## config.mk

```make
export PLATFORM = sky130hd
export DESIGN_NAME = mem_wb_stage
export DESIGN_NICKNAME = d
export VERILOG_FILES = /design/src/rtl/mem_stage_pkg.sv /design/src/rtl/mem_timeout_ctr.sv /design/src/rtl/mem_wb_stage.sv
export SDC_FILE = /design/constraint.sdc
export NUM_CORES = 1
export LEC_CHECK = 0
export BUFFER_PORTS_ARGS = -buffer_cell sky130_fd_sc_hd__buf_2
export CORE_ASPECT_RATIO = 0.6
export CORE_MARGIN = 3
export CORE_UTILIZATION = 49
export CTS_BUF_LIST = sky130_fd_sc_hd__clkbuf_8
export CTS_CLUSTER_SIZE = 20
export DETAILED_ROUTE_END_ITERATION = 7
export PLACE_DENSITY_LB_ADDON = 0.1
export SLEW_MARGIN = 20
export SYNTH_ARGS = -nofsm -noshare
export SYNTH_HDL_FRONTEND = slang
export SYNTH_SLANG_ARGS = --single-unit
export TNS_END_PERCENT = 10
```

## constraint.sdc

```tcl
create_clock -name clk -period 2.2 [get_ports clk]
set_input_delay 0.11 -clock clk [delete_from_list [all_inputs] [get_ports clk]]
set_output_delay 0.11 -clock clk [all_outputs]
set_load 0.02 [all_outputs]
```

## src/rtl/mem_stage_pkg.sv

```systemverilog
// rtl/mem_stage_pkg.sv - shared types and constants for the MEM stage and MEM/WB register
package mem_stage_pkg;

  typedef enum logic {
    IDLE = 1'b0,
    WAIT = 1'b1
  } mem_state_e;

  localparam logic [1:0] WORD_ALIGN_MASK   = 2'b11;
  localparam logic       BUBBLE_REG_WRITE  = 1'b0;
  localparam logic       BUBBLE_MEM_TO_REG = 1'b0;

endpackage

```

## src/rtl/mem_timeout_ctr.sv

```systemverilog
// rtl/mem_timeout_ctr.sv - wait-state counter; tc marks the MAX_WAIT-th wait cycle after the request
module mem_timeout_ctr #(
  parameter int MAX_WAIT = 15,
  parameter int WAIT_W   = 8
) (
  input  logic clk,
  input  logic reset,
  input  logic clr,
  input  logic en,
  output logic tc
);

  logic [WAIT_W-1:0] cnt_q;
  logic [WAIT_W-1:0] cnt_d;

  always_comb begin
    cnt_d = cnt_q;
    if (clr) begin
      cnt_d = '0;
    end else if (en) begin
      cnt_d = cnt_q + WAIT_W'(1);
    end
  end

  always_ff @(posedge clk) begin
    if (reset) begin
      cnt_q <= '0;
    end else begin
      cnt_q <= cnt_d;
    end
  end

  // The counter reads 0 in the first wait cycle, so MAX_WAIT wait cycles end at MAX_WAIT-1.
  assign tc = (cnt_q == WAIT_W'(MAX_WAIT - 1));

endmodule

```

## src/rtl/mem_wb_stage.sv

```systemverilog
// rtl/mem_wb_stage.sv - MEM stage req/ack data-memory access plus MEM/WB register
// Optional MEM_STALL_CNT_EN adds a saturating StallCount output.
module mem_wb_stage
  import mem_stage_pkg::*;
#(
  parameter int MAX_WAIT = 15,
  parameter int WAIT_W   = 8
) (
  input  logic        clk,
  input  logic        reset,
  input  logic        MemReadM,
  input  logic        MemWriteM,
  input  logic        MemtoRegM,
  input  logic        RegWriteM,
  input  logic [31:0] ALUResultAddrM,
  input  logic [31:0] DataWriteInM,
  input  logic [4:0]  RegisterDstM,
  output logic        mem_req,
  output logic        mem_we,
  output logic [31:0] mem_addr,
  output logic [31:0] mem_wdata,
  input  logic [31:0] mem_rdata,
  input  logic        mem_ack,
  output logic        StallM,
  output logic        RegWriteW,
  output logic        MemtoRegW,
  output logic [31:0] ReadDataW,
  output logic [31:0] ALUResultW,
  output logic [4:0]  RegisterDstW,
  output logic        MemErr
`ifdef MEM_STALL_CNT_EN
  ,
  output logic [31:0] StallCount
`endif
);

  mem_state_e  state_q, state_d;
  logic        reg_write_w_q, reg_write_w_d;
  logic        mem_to_reg_w_q, mem_to_reg_w_d;
  logic [31:0] read_data_w_q, read_data_w_d;
  logic [31:0] alu_result_w_q, alu_result_w_d;
  logic [4:0]  register_dst_w_q, register_dst_w_d;
  logic        mem_err_q, mem_err_d;

  logic access, conflict, misaligned;
  logic do_load, do_bubble, err_set, ctr_clr, ctr_en, ctr_tc;

  assign access     = MemReadM ^ MemWriteM;
  assign conflict   = MemReadM & MemWriteM;
  assign misaligned = |(ALUResultAddrM[1:0] & WORD_ALIGN_MASK);

  mem_timeout_ctr #(
    .MAX_WAIT(MAX_WAIT),
    .WAIT_W  (WAIT_W)
  ) u_timeout (
    .clk  (clk),
    .reset(reset),
    .clr  (ctr_clr),
    .en   (ctr_en),
    .tc   (ctr_tc)
  );

  always_comb begin
    state_d   = state_q;
    mem_req   = 1'b0;
    StallM    = 1'b0;
    do_load   = 1'b0;
    do_bubble = 1'b0;
    err_set   = 1'b0;
    ctr_clr   = 1'b0;
    ctr_en    = 1'b0;
    case (state_q)
      IDLE: begin
        if (conflict || (access && misaligned)) begin
          err_set   = 1'b1;
          do_bubble = 1'b1;
        end else if (access) begin
          mem_req = 1'b1;
          if (mem_ack) begin
            do_load = 1'b1;
          end else begin
            StallM    = 1'b1;
            do_bubble = 1'b1;
            ctr_clr   = 1'b1;
            state_d   = WAIT;
          end
        end else begin
          do_load = 1'b1;
        end
      end
      WAIT: begin
        mem_req = 1'b1;
        if (mem_ack) begin
          do_load = 1'b1;
          state_d = IDLE;
        end else if (ctr_tc) begin
          err_set   = 1'b1;
          do_bubble = 1'b1;
          state_d   = IDLE;
        end else begin
          ctr_en    = 1'b1;
          StallM    = 1'b1;
          do_bubble = 1'b1;
        end
      end
      default: state_d = IDLE;
    endcase
  end

  always_comb begin
    reg_write_w_d    = reg_write_w_q;
    mem_to_reg_w_d   = mem_to_reg_w_q;
    read_data_w_d    = read_data_w_q;
    alu_result_w_d   = alu_result_w_q;
    register_dst_w_d = register_dst_w_q;
    mem_err_d        = mem_err_q | err_set;
    if (do_load) begin
      reg_write_w_d    = RegWriteM;
      mem_to_reg_w_d   = MemtoRegM;
      alu_result_w_d   = ALUResultAddrM;
      register_dst_w_d = RegisterDstM;
      if (MemReadM) begin
        read_data_w_d = mem_rdata;
      end
    end else if (do_bubble) begin
      reg_write_w_d  = BUBBLE_REG_WRITE;
      mem_to_reg_w_d = BUBBLE_MEM_TO_REG;
    end
  end

  always_ff @(posedge clk) begin
    if (reset) begin
      state_q          <= IDLE;
      reg_write_w_q    <= 1'b0;
      mem_to_reg_w_q   <= 1'b0;
      read_data_w_q    <= '0;
      alu_result_w_q   <= '0;
      register_dst_w_q <= '0;
      mem_err_q        <= 1'b0;
    end else begin
      state_q          <= state_d;
      reg_write_w_q    <= reg_write_w_d;
      mem_to_reg_w_q   <= mem_to_reg_w_d;
      read_data_w_q    <= read_data_w_d;
      alu_result_w_q   <= alu_result_w_d;
      register_dst_w_q <= register_dst_w_d;
      mem_err_q        <= mem_err_d;
    end
  end

  assign mem_we       = mem_req & MemWriteM;
  assign mem_addr     = ALUResultAddrM;
  assign mem_wdata    = DataWriteInM;
  assign RegWriteW    = reg_write_w_q;
  assign MemtoRegW    = mem_to_reg_w_q;
  assign ReadDataW    = read_data_w_q;
  assign ALUResultW   = alu_result_w_q;
  assign RegisterDstW = register_dst_w_q;
  assign MemErr       = mem_err_q;

`ifdef MEM_STALL_CNT_EN
  logic [31:0] stall_count_q, stall_count_d;

  always_comb begin
    stall_count_d = stall_count_q;
    if (StallM && (stall_count_q != 32'hFFFF_FFFF)) begin
      stall_count_d = stall_count_q + 32'd1;
    end
  end

  always_ff @(posedge clk) begin
    if (reset) begin
      stall_count_q <= '0;
    end else begin
      stall_count_q <= stall_count_d;
    end
  end

  assign StallCount = stall_count_q;
`endif

endmodule

```

Yosys cells after proc, flatten, opt, wreduce, memory -nomap -nowiden
Cells that the tools add are included.

storage, ports and cells
  flip-flop bits (word level) = 81
  bits of input ports = 108
  output and inout bits = 139
  word-level logic and storage cells = 45

cells by class
  add/sub/neg operators = 1
  equal/unequal tests = 1
  muxes and demuxes = 24
  bitwise operators = 5
  reduce and logical (&&, ||, !) cells = 6

operator list
  operator                                                         number
  1-bit 2-to-1 mux                                                 19
  1-bit one-hot mux with 2 select lines                            5
  8-bit by 1-bit adder with 8-bit output, second input constant    1
  8-bit by 4-bit == test with 1-bit output, second input constant  1
  2-bit OR reduction                                               2
  1-bit AND                                                        2
  2-bit AND reduction                                              1
  2-bit nonzero test                                               1
  1-bit logical AND                                                1
  1-bit logical OR                                                 1
  1-bit NOT                                                        1
  1-bit bitwise OR                                                 1
  1-bit XOR                                                        1

Depth between registers and ports, before layout
Gate-level depths: netlist of run 1.

  word-level depth = 7
  mapped depth = 6

Cells and area by module
From an unflattened synthesis of run 1, not the netlist that was laid out.

unflattened totals
  cells, all modules = 433
  area, all modules = 4306.6 um2

modules (own cells, without submodules)
  module           times used  cells each  area each (um2)
  mem_wb_stage     1           391         3922.5
  mem_timeout_ctr  1           42          384.1

Worst setup path after synthesis of run 1
No wires, ideal clock.

  kind = flip-flop to output port
  start = register state_q
  end = output port StallM
  arrival time = 1.439 ns
  path slack = 0.651 ns
  stages on the path, launching flop included = 6
  path buffers = 2
  cells stage by stage = dfxtp_1 buf_6 or4b_4 buf_6 or2_1 nand2_1

between the ends
  longest elaborated chain between the ends = 2

RTL lines
  element                                  line                 source
  start, declared                          mem_wb_stage.sv:37   mem_state_e state_q, state_d;
  start signal, assigned                   mem_wb_stage.sv:141  state_q <= state_d;
  1-bit NOT                                -
  1-bit one-hot mux with 2 select lines *  mem_wb_stage.sv:72   case (state_q)
  end, declared                            mem_wb_stage.sv:24   output logic StallM,

Mark *: on every way between the ends. The rest lies on a longest branch, timed or not.

Worst setup path in the final report of run 1
Ends and elaborated chain as after synthesis.

==> flow_summary.yaml, run 1 <==
worst_setup_path:
  timing_worst_setup_path_type: "flip-flop to primary output"
  critPathLaunchType: "flip-flop"
  cp_data_arrival_time_ns: 1.89
  end_kind: "primary output"
  required_ns: 2.09
  crit_path_max_fanout: 10
drt:
  drt-pass1-iter-count: 4
  wl_per_cell_um: 14.26
  via_per_inst: 4.808
  drt_iter0_markers: 142
  finalWirelength_um: 9708
  num_vias: 3274
  drc: 0
  antenna_left: 0
timing:
  fin_setup_tns_ns: 0
  slew_at_the_pin_with_the_worst_max_slew_slack_ns: 0.5756
  slew_margin_rel_pct: 61.50
  rsz0062_at_grt: "false"
  final_critical_delay_including_setup_and_external_delays_ns: 2.003
  fin_worst_skew_ns: 0.004527
  timing_max_transition_violations_final: 0
  final-setup-viol-count: 0
  timing.final.crit_share_pct: 91.05
  timing.final.ws_setup_ns: 0.1969
  timing.fmax_mhz: 499.2
  hold_viol: 0
logic_synthesis:
  synth_enable_flop_cells: 0
  post_synth.cell_area_avg_sq_um: 9.530
  synth-warning-count: 0
  yosysTopAreaCellShare_pct: 37.73
  synthFlopType: "sky130_fd_sc_hd__dfxtp_1"
  synthDominantAreaCellType: "sky130_fd_sc_hd__dfxtp_1"
  synth_nets: 562
  postSynthCellCount: 451
  most_used_standard_cell_by_instance_count_after_synthesis: "sky130_fd_sc_hd__nand2b_1"
  synth_area_sq_um: 4298
  netlist_top_cells_area: "sky130_fd_sc_hd__dfxtp_1 (38%), sky130_fd_sc_hd__nand2b_1 (20%), sky130_fd_sc_hd__mux2i_1 (17%), sky130_fd_sc_hd__buf_4 (12%), sky130_fd_sc_hd__clkbuf_1 (1.5%)"
  synth-async-reset-ratio_pct: 0
  yosysSeqAreaShare_pct: 37.73
  synth_common_cells: "sky130_fd_sc_hd__nand2b_1 (138), sky130_fd_sc_hd__dfxtp_1 (81), sky130_fd_sc_hd__mux2i_1 (73), sky130_fd_sc_hd__buf_4 (66), sky130_fd_sc_hd__clkbuf_1 (17)"
  yosys.cell_types.count: 39
  synth-seq-cells: 81
finish:
  final_layout_size_suffix_gt1_share_pct: 36.30
  area_overhead_vs_synth_pct: 19.36
  antenna_cells_inserted: 0
  design.final.nets: 681
  fillCellCount: 697
floorplan:
  dieHeight_um: 78.55
  die_w_um: 126.9
  dieArea_sq_um: 9968
  placeableCoreArea_sq_um: 8195
  floorplan.initialDensity_pct: 52.44
  io_pins: 247
  row_count: 25
status:
  run_status: "completed"
clocking:
  tritoncts_num_sinks: 81
  cts.reportedPaths.clkPinSlew_ns: 0.08
  tritoncts: "yes"
  cts_buffers: 9
  clk_path_buf_depth: 2
  root_buffer: "sky130_fd_sc_hd__clkbuf_8"
  htree_num_levels: 3
  cts_resized: 0
  clk-insertion-delay-late_ns: 0.34
global_routing:
  first_pass_grt_wire_length_um: 15330
  antenna_violations_before_repair: 0
  total_gr_overflow: 0
  globalRouteTotalUtil_pct: 18.92
  grt_pass1_vias: 3189
  largest_net_degree_at_the_start_of_global_routing: 79
power:
  vdd_ir_drop_max_uv: 382.5
  power-per-cell-area_nw_per_um2: 697.1
  cellLeakagePower_nw: 2.451
placement:
  gp_congestion: 0.8129
  dp_hpwl_um: 7103
  dp_worst_setup_slack_ns: 0.4344
  port_buffers: 182
min_path:
  classification_of_the_worst_slack_hold_path: "input pin to flip-flop"
flow_run:
  maxCapViolations: 0
-- sequential cells by signal (all words and copies together), names as in the netlist --
name / cells
state_q: 1
ALUResultW: 32
RegWriteW: 1
ReadDataW: 32
RegisterDstW: 5
MemtoRegW: 1
MemErr: 1
u_timeout.cnt_q: 8
-- power breakdown --
part / leakage (nW) / internal (mW) / switching [mW]
sequential: 0.664 / 1.57 / 0.0527
clock: 0.111 / 0.687 / 0.506
combinational: 1.68 / 0.331 / 0.429
-- final timing paths --
| check | end | depth (start not counted) | start | slack [ns] |
|---|---|---|---|---|
| max | StallM | 5 | state_q | 0.20 |
| min | ReadDataW[18] | 3 | mem_rdata[18] | 0.02 |
| max reg2reg | ALUResultW[1] | 4 | state_q | 0.55 |
| min reg2reg | ReadDataW[5] | 2 | ReadDataW[5] | 0.47 |
-- logic make-up after synthesis --
family	Yosys count	synth area share, %
fa+ha+maj	3	0.8735
mux	73	17.00
flops	81	37.73
compound gates	26	3.930
buf+inv	96	15.11
simple gates	172	25.36
-- critical path, stage by stage (launching register included) --
cell and delay (ns):
sky130_fd_sc_hd__dfxtp_1 0.32, sky130_fd_sc_hd__buf_4 0.16, sky130_fd_sc_hd__or4b_4 0.58, sky130_fd_sc_hd__or2_1 0.26, sky130_fd_sc_hd__nand2_1 0.06, sky130_fd_sc_hd__buf_2 0.16
-- per-stage QoR --
step	power (mW)	hold slack (ns)	utilization, %	area [sq um]	instances
global placement	2.393	0.2201	58.61	4803	656
finish	3.576	0.02182	62.60	5130	681
floorplan	2.265	0.2621	-	4298	451
detailed placement	2.408	0.2201	58.61	4803	656
global route	3.747	0.008763	62.60	5130	681
CTS	3.635	0.0001824	62.60	5130	681
-- what timing repair did --
action                    4_1_cts  5_1_grt
hold endpoints to repair       11        0
buffers inserted                0        0
hold buffers                   11        0
-- cells in the final DEF (no fill, tap or decap), drive strengths merged, types with 4 or more instances in the layout --
cell,count
dlygate4sd3,11
nor2b,5
mux2i,73
nor2,4
o21ai,11
or3,4
buf,188
clkbuf,11
a21oi,5
nand2b,138
inv,5
dfxtp,81
-- routing by layer --
metal	up-vias	track usage (%)	wire [um]
met5	-	0	0
met4	0	7.066	201
met3	24	7.954	942
met2	108	30.01	4446
met1	1500	22.96	4118
li1	1642	-	-
-- cell type report --
cell class	count	area [sq um]	area share [%]
tap	108	135.1	2.634
sequential	81	1622	31.61
multi-input combinational	274	2034	39.66
clock inverter	3	65.06	1.268
clock buffer	11	151.4	2.951
inverter	5	18.77	0.3659
timing repair buffer	199	1104	21.51
No activity file was read; power rests on OpenSTA's default activity.
==> run 2, diff against run 1 <==
==> constraint.sdc (replaced) <==
create_clock -name clk -period 2.2 [get_ports clk]
set_input_delay 0.11 -clock clk [delete_from_list [all_inputs] [get_ports clk]]
set_output_delay 0.11 -clock clk [all_outputs]
set_load 0.05 [all_outputs]
==> run 2 against run 1 <==
Die area is the same. Sequential share of layout area shrank 0.86 points. Worst hold slack lost 0.0013 ns. Setup slack lost 0.063 ns. First-iteration DRC count shrank 2.8%. Flip-flop and latch count is the same. Fmax shrank 3.0%. Utilization grew 1.8 points. Clock skew grew 0.0024 ns. Critical path type unchanged. Final cell count grew 2.3%.
==> flow_summary.yaml, run 2 (synthesis gave the netlist of run 1 again) <==
status:
  run_status: "completed"
timing:
  fin_setup_tns_ns: 0
  timing_max_transition_violations_final: 0
  hold_viol: 0
  final_critical_delay_including_setup_and_external_delays_ns: 2.066
  timing.final.crit_share_pct: 93.91
  timing.fmax_mhz: 484.0
  fin_worst_skew_ns: 0.006925
  slew_at_the_pin_with_the_worst_max_slew_slack_ns: 0.5652
  hold_ws_ns: 0.02048
  rsz0062_at_grt: "false"
  final-setup-viol-count: 0
  slew_margin_rel_pct: 62.20
floorplan:
  row_count: 25
  floorplan.initialDensity_pct: 52.44
  placeableCoreArea_sq_um: 8195
  die_w_um: 126.9
  dieHeight_um: 78.55
  dieArea_sq_um: 9968
  io_pins: 247
placement:
  gp_congestion: 0.8718
  port_buffers: 182
  placed_instances: 656
  dp_hpwl_um: 7104
clocking:
  cts_resized: 0
  cts.reportedPaths.clkPinSlew_ns: 0.08
  cts_buffers: 9
  clk_path_buf_depth: 2
  clk-insertion-delay-late_ns: 0.35
  htree_num_levels: 3
  count_of_hold_fix_buffers_inserted_at_cts: 26
  root_buffer: "sky130_fd_sc_hd__clkbuf_8"
  tritoncts_num_sinks: 81
  postCtsSetupBuffers: 0
  tritoncts: "yes"
power:
  cellLeakagePower_nw: 2.516
  power-per-cell-area_nw_per_um2: 737.6
  vdd_ir_drop_max_uv: 527.8
flow_run:
  maxCapViolations: 0
finish:
  design.final.nets: 696
  layout.area.seq_sq_um: 1622
  area_overhead_vs_synth_pct: 22.71
  finalNonFillerCells: 697
  fillCellCount: 686
  layout_commonest_cell: "sky130_fd_sc_hd__buf_2"
  area_occupied_by_multi_input_gates_sq_um: 2034
  final_util_pct: 64.35
  final_layout_size_suffix_gt1_share_pct: 35.14
  layout.cells.most_common_list: "sky130_fd_sc_hd__buf_2 (182), sky130_fd_sc_hd__nand2b_1 (138), sky130_fd_sc_hd__dfxtp_1 (81), sky130_fd_sc_hd__mux2i_1 (73), sky130_fd_sc_hd__dlygate4sd3_1 (26)"
  antenna_cells_inserted: 0
worst_setup_path:
  critPathLaunchType: "flip-flop"
  timing_worst_setup_path_type: "flip-flop to primary output"
  end_kind: "primary output"
  required_ns: 2.09
  crit_path_max_fanout: 10
  cp_data_arrival_time_ns: 1.96
drt:
  finalWirelength_um: 9718
  drt_iter0_markers: 138
  drc: 0
  drt-pass1-iter-count: 4
  antenna_left: 0
  via_per_inst: 4.785
  wl_per_cell_um: 13.94
  num_vias: 3335
global_routing:
  grt_pass1_vias: 3316
  largest_net_degree_at_the_start_of_global_routing: 82
  antenna_violations_before_repair: 0
  globalRouteTotalUtil_pct: 19.59
  first_pass_grt_wire_length_um: 15880
  total_gr_overflow: 0
min_path:
  classification_of_the_worst_slack_hold_path: "input pin to flip-flop"
run 2: worst paths after layout:
check,startpoint,end,slack (ns),depth (start not counted)
worst max-delay path,state_q,StallM,0.13,4
worst min-delay path,ALUResultAddrM[14],ALUResultW[14],0.02,3
worst max register to register,state_q,ALUResultW[13],0.45,4
worst min register to register,ReadDataW[6],ReadDataW[6],0.47,2
run 2: worst max-delay path, cell delays in order (launching register included):
cell and delay, ns:
sky130_fd_sc_hd__dfxtp_1 0.40, sky130_fd_sc_hd__or4b_4 0.61, sky130_fd_sc_hd__or2_1 0.26, sky130_fd_sc_hd__nand2_1 0.06
sky130_fd_sc_hd__buf_2 0.26
run 2: final cells by class:
cell class              count  area share [%]
flip-flops and latches     81           30.75
clock buffers              10           2.610
multi-input cells         274           38.58
well taps                 108           2.562
repair buffers            214           23.77
inverters                   5          0.3559
clock inverters             5           1.376
run 2: per-layer routing:
layer / global-route usage (%) / part of all wire [%] / routed length, um / up-vias
li1: - / - / - / 1677
met1: 23.31 / 42 / 4098 / 1513
met2: 31.28 / 46 / 4471 / 116
met3: 8.566 / 9.3 / 903 / 29
met4: 7.602 / 2.5 / 244 / 0
met5: 0 / 0 / 0 / -
run 2: metrics by stage:
stage               setup WS [ns]  total power, mW  instance area (sq um)
floorplan                  0.4671            2.646                   4298
global placement           0.4345            2.702                   4803
detailed placement         0.4119            2.715                   4803
CTS                        0.1123            3.945                   5274
global route              0.04506            4.070                   5274
finish                     0.1340            3.890                   5274
run 2: power by group:
group / leakage, nW / internal (mW) / switching [mW]
Clock: 0.115 / 0.655 / 0.525
Combinational: 1.74 / 0.348 / 0.740
Sequential: 0.664 / 1.57 / 0.0517
